**src/rtl/demux_pkg.sv**
```systemverilog
// Shared definitions for the registered 1-to-4 demultiplexer.
// Optional per-port beat counters are enabled with DEMUX_BEAT_CNT_EN.
package demux_pkg;

    localparam int unsigned SEL_W         = 2;
    localparam int unsigned NPORTS        = 4;
    localparam int unsigned DEFAULT_WIDTH = 32;
    localparam int unsigned DEFAULT_CNT_W = 16;

    localparam logic [SEL_W-1:0] PORT0 = 2'd0;
    localparam logic [SEL_W-1:0] PORT1 = 2'd1;
    localparam logic [SEL_W-1:0] PORT2 = 2'd2;
    localparam logic [SEL_W-1:0] PORT3 = 2'd3;

    typedef enum logic {
        SLOT_EMPTY = 1'b0,
        SLOT_FULL  = 1'b1
    } slot_state_e;

    // Destination select to one-hot port vector.
    function automatic logic [NPORTS-1:0] sel_onehot(input logic [SEL_W-1:0] sel);
        return NPORTS'(1) << sel;
    endfunction

endpackage

```
**src/rtl/demux_slot.sv**
```systemverilog
// One-entry output register slice with valid/ready, load, drain and flush.
// A load in the same cycle as a drain replaces the held beat.
module demux_slot
    import demux_pkg::*;
#(
    parameter int unsigned WIDTH = DEFAULT_WIDTH
) (
    input  logic             clk,
    input  logic             resetn,
    input  logic             flush,
    input  logic             load,
    input  logic [WIDTH-1:0] load_data,
    input  logic             ready,
    output logic             valid,
    output logic [WIDTH-1:0] data
);

    slot_state_e state_q;
    slot_state_e state_d;

    // Slot occupancy register.
    always_ff @(posedge clk or negedge resetn) begin
        if (!resetn) begin
            state_q <= SLOT_EMPTY;
        end else begin
            state_q <= state_d;
        end
    end

    // Flush wins; otherwise a load fills, a drain without a load empties.
    always_comb begin
        state_d = state_q;
        if (flush) begin
            state_d = SLOT_EMPTY;
        end else if (load) begin
            state_d = SLOT_FULL;
        end else if ((state_q == SLOT_FULL) && ready) begin
            state_d = SLOT_EMPTY;
        end
    end

    // Payload only moves on a load, so it is stable while the slot stalls.
    always_ff @(posedge clk or negedge resetn) begin
        if (!resetn) begin
            data <= '0;
        end else if (load && !flush) begin
            data <= load_data;
        end
    end

    assign valid = (state_q == SLOT_FULL);

endmodule

```
**src/rtl/demux_4_32_reg.sv**
```systemverilog
// Registered 1-to-4 demultiplexer: one valid/ready input steered into four slots.
// Define DEMUX_BEAT_CNT_EN to add the beat_cnt per-port accept counters.
module demux_4_32_reg
    import demux_pkg::*;
#(
    parameter int unsigned WIDTH = DEFAULT_WIDTH,
    parameter int unsigned CNT_W = DEFAULT_CNT_W
) (
    input  logic                 clk,
    input  logic                 resetn,
    input  logic                 flush,
    input  logic                 in_valid,
    output logic                 in_ready,
    input  logic [SEL_W-1:0]     in_sel,
    input  logic [WIDTH-1:0]     in_data,
    output logic [NPORTS-1:0]    out_valid,
    input  logic [NPORTS-1:0]    out_ready,
    output logic [WIDTH-1:0]     out_data0,
    output logic [WIDTH-1:0]     out_data1,
    output logic [WIDTH-1:0]     out_data2,
    output logic [WIDTH-1:0]     out_data3
`ifdef DEMUX_BEAT_CNT_EN
    ,
    output logic [NPORTS*CNT_W-1:0] beat_cnt
`endif
);

    if (WIDTH == 0 || CNT_W == 0) begin : g_bad_cfg
        $error("demux_4_32_reg: WIDTH and CNT_W must be nonzero");
    end

    logic [NPORTS-1:0] sel_hot;
    logic [NPORTS-1:0] load;
    logic [WIDTH-1:0]  slot_data [NPORTS];

    // Ready depends only on the addressed slot, never on the payload.
    assign sel_hot  = sel_onehot(in_sel);
    assign in_ready = resetn & ~flush & (~out_valid[in_sel] | out_ready[in_sel]);
    assign load     = (in_valid && in_ready) ? sel_hot : '0;

    for (genvar i = 0; i < NPORTS; i++) begin : g_slot
        demux_slot #(
            .WIDTH(WIDTH)
        ) u_slot (
            .clk      (clk),
            .resetn   (resetn),
            .flush    (flush),
            .load     (load[i]),
            .load_data(in_data),
            .ready    (out_ready[i]),
            .valid    (out_valid[i]),
            .data     (slot_data[i])
        );
    end

    assign out_data0 = slot_data[PORT0];
    assign out_data1 = slot_data[PORT1];
    assign out_data2 = slot_data[PORT2];
    assign out_data3 = slot_data[PORT3];

`ifdef DEMUX_BEAT_CNT_EN
    // Wrapping accept counters, cleared only by reset (flush leaves them).
    for (genvar i = 0; i < NPORTS; i++) begin : g_cnt
        logic [CNT_W-1:0] cnt_q;

        always_ff @(posedge clk or negedge resetn) begin
            if (!resetn) begin
                cnt_q <= '0;
            end else if (load[i]) begin
                cnt_q <= cnt_q + CNT_W'(1);
            end
        end

        assign beat_cnt[i*CNT_W +: CNT_W] = cnt_q;
    end
`endif

endmodule

```
**config.mk**
```make
export PLATFORM = sky130hd
export DESIGN_NAME = demux_4_32_reg
export DESIGN_NICKNAME = d
export VERILOG_FILES = /design/src/rtl/demux_pkg.sv /design/src/rtl/demux_slot.sv /design/src/rtl/demux_4_32_reg.sv
export SDC_FILE = /design/constraint.sdc
export NUM_CORES = 1
export LEC_CHECK = 0
export CORE_AREA = 2 2 107 130
export CTS_BUF_LIST = sky130_fd_sc_hd__clkbuf_8 sky130_fd_sc_hd__clkbuf_16
export CTS_CLUSTER_DIAMETER = 60
export CTS_CLUSTER_SIZE = 16
export DETAILED_ROUTE_END_ITERATION = 10
export DIE_AREA = 0 0 109 132
export PLACE_DENSITY = 0.82
export SKIP_CTS_REPAIR_TIMING = 1
export SYNTH_ARGS = -nofsm -noshare
export SYNTH_HDL_FRONTEND = slang
export SYNTH_SLANG_ARGS = --single-unit
```
**constraint.sdc**
```tcl
create_clock -name clk -period 2.3 [get_ports clk]
set_input_delay 0.23 -clock clk [delete_from_list [all_inputs] [get_ports clk]]
set_output_delay 0.23 -clock clk [all_outputs]
set_load 0.005 [all_outputs]
```
== After elaboration in Yosys (flattened, before gate mapping) ==
Cells that the tools add are included.
Storage, ports and cells
  flip-flop bits (word level): 132
  bits of input ports: 42
  output and inout bits: 133
  logic and storage cells: 46
Operators by class
  magnitude comparators: 1
  shift operators: 1
  mux-type cells: 17
  bitwise operators: 5
  reduce and logical (&&, ||, !) cells: 14
Operator list (number)
  1-bit two-way mux: 14
  3-bit nonzero test: 4
  1-bit logical AND: 9
  1-bit binary-select mux with 2-bit select: 2
  4-bit two-way mux: 1
  1-bit by 2-bit left shift with 4-bit output (first input constant): 1
  2-bit by 3-bit < comparator with 1-bit output (second input constant): 1
  1-bit AND: 2
  1-bit inverter: 2
  1-bit zero test: 1
  1-bit bitwise OR: 1

== Depth between registers and ports, before layout ==
  depth in word-level cells: 9
  depth in mapped cells: 5
  mapped depth without buffers: 3

== By module ==
A second synthesis with hierarchy kept.
Unflattened totals
  cell total of the unflattened synthesis: 309
  area, all modules: 5728.0 sq um
By module, submodules not included
  demux_slot: instances 4, cells each 73, area each 1398.8 sq um
  demux_4_32_reg: instances 1, cells each 17, area each 132.6 sq um

== Worst setup path after synthesis ==
Ideal clock, no wire load.
  path kind: register to register
  start point: register g_slot[2].u_slot.state_q
  end point: register g_slot[2].u_slot.data[10]
  setup time: 0.125 ns
  arrival time: 1.468 ns
  required time: 2.175 ns
  setup slack: 0.707 ns
  stages on the path, launching flop included: 6
  path buffers: 2
  period minus slack after synthesis: 1.593 ns
  cell sequence: dfrtp_1 nand2b_1 or4b_1 buf_6 buf_12 mux2_4
Between the ends
  cells in the longest elaborated chain, start to end: 8
Ends and longest elaborated chain
  start: declaration: line demux_slot.sv:18  | slot_state_e state_q;
  start signal: assignment: line demux_slot.sv:26  | state_q <= state_d;
  1-bit binary-select mux with 2-bit select: line demux_4_32_reg.sv:38  | assign in_ready = resetn & ~flush & (~out_valid[in_sel] | out_ready[in_sel]);
  1-bit two-way mux (implied by the code): line demux_4_32_reg.sv:38
  1-bit inverter: line demux_4_32_reg.sv:38
  1-bit bitwise OR: line demux_4_32_reg.sv:38
  1-bit AND: line demux_4_32_reg.sv:38
  1-bit logical AND: line demux_4_32_reg.sv:39  | assign load = (in_valid && in_ready) ? sel_hot : '0;
  4-bit two-way mux: line demux_4_32_reg.sv:39
  1-bit logical AND: line demux_slot.sv:46  | end else if (load && !flush) begin
  end signal: assignment: line demux_slot.sv:47  | data <= load_data;
  end: declaration: line demux_slot.sv:15  | output logic [WIDTH-1:0] data
No other way between the ends. The select of a mux whose other input is x is not followed.
A chain may end at the register's enable or synchronous reset.

== Worst setup path in the final report ==
  start point: register g_slot[1].u_slot.state_q
  end point: output port in_ready
Between the ends
  cells in the longest elaborated chain, start to end: 5
Ends and longest elaborated chain
  start: declaration: line demux_slot.sv:18
  start signal: assignment: line demux_slot.sv:26
  1-bit binary-select mux with 2-bit select: line demux_4_32_reg.sv:38
  1-bit two-way mux (implied by the code): line demux_4_32_reg.sv:38
  1-bit inverter: line demux_4_32_reg.sv:38
  1-bit bitwise OR: line demux_4_32_reg.sv:38
  1-bit AND: line demux_4_32_reg.sv:38
  end: declaration: line demux_4_32_reg.sv:13  | output logic in_ready,
No other way between the ends. The select of a mux whose other input is x is not followed.

==> results.txt <==
highest-count cells in the layout ignoring fill and taps = clkdlybuf4s50_1 (173), dfrtp_1 (132), mux2_2 (99)
Async SR Flop Fraction = 100.0%
Synth area leaders = dfrtp_1 (64%), mux2_2 (22%), mux2_4 (8.4%), buf_12 (1.2%), buf_6 (0.87%)
clock sink count = 132
all-layer global routing usage = 17.66%
CP cell instances = nor2b_1 -> a311o_1 -> a21oi_1 -> clkdlybuf4s50_1
final layout net count = 533
Pint = 6.196 mW
DP Area = 0.007138 mm2
slowest library cell on the worst path = clkdlybuf4s50_1
max-slew violations = 0
Final Hold Vio Count = 4
Worst VDD drop = 0.0005422 V
Switching Fraction = 22.77%
total I/O pin count = 175
Clock Pin Slew Worst Setup and Hold Paths = 0.06 ns
1st-iter DRT viols = 86
worst setup slack after layout = 0.1193 ns
Fillers = 1032
vias per inst = 4.807
P_leak = 3.462 nW
commonest non-fill, non-tap cell in the layout = clkdlybuf4s50_1
grt ovf = 0
Pwr Total = 8.023 mW
Starting Density = 39.66%
drt pass-1 iters = 4
share of cells above drive strength 1 = 35.52%
antenna violations before repair = 0
antenna cells = 0
area leader, netlist = dfrtp_1
routed via count = 3230
run status = complete, but fails checks
Non-Filler Instances = 672
register area share after synthesis = 63.75%
clk_lat worst skew = 0.40 ns
Power Density = 1028 mW/mm2
TritonCTS clock tree = yes
Max-cap violations = 0
minimum hold slack = -0.01324 ns
period utilization = 94.81%
setup TNS = 0 ns
Cell variety after synth = 24
Least-Margin Pin Slew = 0.6252 ns
first-pass GRT wire length = 19.26 mm
clk root buf = clkbuf_16
Final setup viols = 0
Clock power frac = 36.7%
P_sw = 1.827 mW
# DRC = 0
P&R area growth vs syn = 50.69%
pre-CTS setup slack = 0.08322 ns
critical path class = flop to output port
placed cells = 638
R2R cell count = 4
max incr delay on CP = 0.52 ns
design area = 0.007807 mm2
row count = 46
cell count after synthesis = 299
vias in the first global route = 3483
DR WL/cell = 18.14 um
RSZ-0062 raised after global routing = no
FF+latch count, synth = 132
Die Ht = 132 um
Die Area = 0.01439 mm2
Slew HR = 58.32%
CORE AREA = 0.01307 mm2
routability congestion estimate = 0.7932
CTS HTree Levels = 4
worst min-delay path class = input port to async pin
CP required = 2.07 ns
failing checks = hold timing
critical path fanouts, max = 3
WL final = 12.19 mm
Synth top area share = 63.75%
TritonCTS buffer count = 17
Mapped Area = 0.005181 mm2
CP Data Arrival Time = 1.95 ns
Buffers on Ports = 174
crit path launch type = flop
final clock skew = 0.005004 ns
largest net degree at the start of global routing = 120
ANT nets after route = 0
power share of the combinational group = 24.0%
final core utilization = 59.76%
DPL Wire Length = 8.593 mm
Clock Tree Buf Depth = 2
Post-Syn Area per Cell = 17.33 um2
die width = 109 um
sequential fraction of design power = 39.3%
Post-synth EDFFs = 0
synthesized net count = 341
most common flop cell mapped by yosys = dfrtp_1
final worst path period need = 2.181 ns
Fmax = 458.6 MHz
Crit. End Element = output port
Ys Warns = 0
==> Yosys cell counts (2+ instances only) <==
library cell	count
buf_2	7
nand2b_1	4
mux2_4	29
o21ai_0	2
buf_12	3
mux2_2	99
buf_4	4
buf_6	4
dfrtp_1	132
==> flip-flops by register name, indices dropped and copies added (netlist names) <==
register / flops
g_slot.u_slot.data: 128
g_slot.u_slot.valid: 4
==> worst max-delay path, delay by kind of cell, from the launching register on <==
family	cells	cell delay [ns]
buffers and inverters	1	0.52
AO/OA/AOI/OAI	2	0.48
flip-flops	1	0.37
AND/OR/NAND/NOR	1	0.18
==> power groups by stage <==
| stage | sequential (mW) | clock (mW) | combinational, mW |
|---|---|---|---|
| global placement | 3.16 | 0 | 1.89 |
| CTS | 3.16 | 3.02 | 1.96 |
| finish | 3.15 | 2.94 | 1.93 |
| global route | 3.22 | 3.14 | 2.06 |
| detailed placement | 3.19 | 0 | 1.94 |
| floorplan | 3.19 | 0 | 0.558 |
==> layer usage <==
metal	share of wire, %	GRT usage (%)	vias up	wire length (um)
met5	0	0	-	0
met4	1.7	6.695	0	209
met3	6.8	5.339	17	832
met2	51	28.99	123	6162
met1	41	21.69	1644	4988
li1	-	-	1446	-
==> logic make-up after synthesis <==
kind of cell           count (synthesis)  synth area share (%)
flip-flops                           132                 63.75
multiplexers                         129                 30.11
buffers and inverters                 20                 3.429
AND/OR/NAND/NOR                       12                 1.932
AO/OA/AOI/OAI                          6                0.7728
==> cell type report <==
| type | count | area, um2 | area share, % |
|---|---|---|---|
| sequential | 132 | 3303 | 42.31 |
| timing repair buffer | 191 | 1922 | 24.62 |
| multi-input combinational | 147 | 1715 | 21.97 |
| clock buffer | 18 | 439.2 | 5.625 |
| clock inverter | 14 | 210.2 | 2.692 |
| tap | 168 | 210.2 | 2.692 |
| inverter | 2 | 7.507 | 0.09615 |
==> worst paths after layout <==
path | slack [ns] | end | start
worst max-delay path | 0.12 | in_ready | g_slot[1].u_slot.valid
max in group asynchronous | 1.60 | g_slot[2].u_slot.valid | resetn
min in group clk | 0.50 | g_slot[0].u_slot.data[12] | g_slot[0].u_slot.data[12]
worst max register to register | 0.45 | g_slot[2].u_slot.data[11] | g_slot[2].u_slot.valid
worst min-delay path | -0.01 | g_slot[1].u_slot.data[8] | resetn
worst min register to register | 0.50 | g_slot[0].u_slot.data[12] | g_slot[0].u_slot.data[12]
Power figures use the tool's default switching activity.
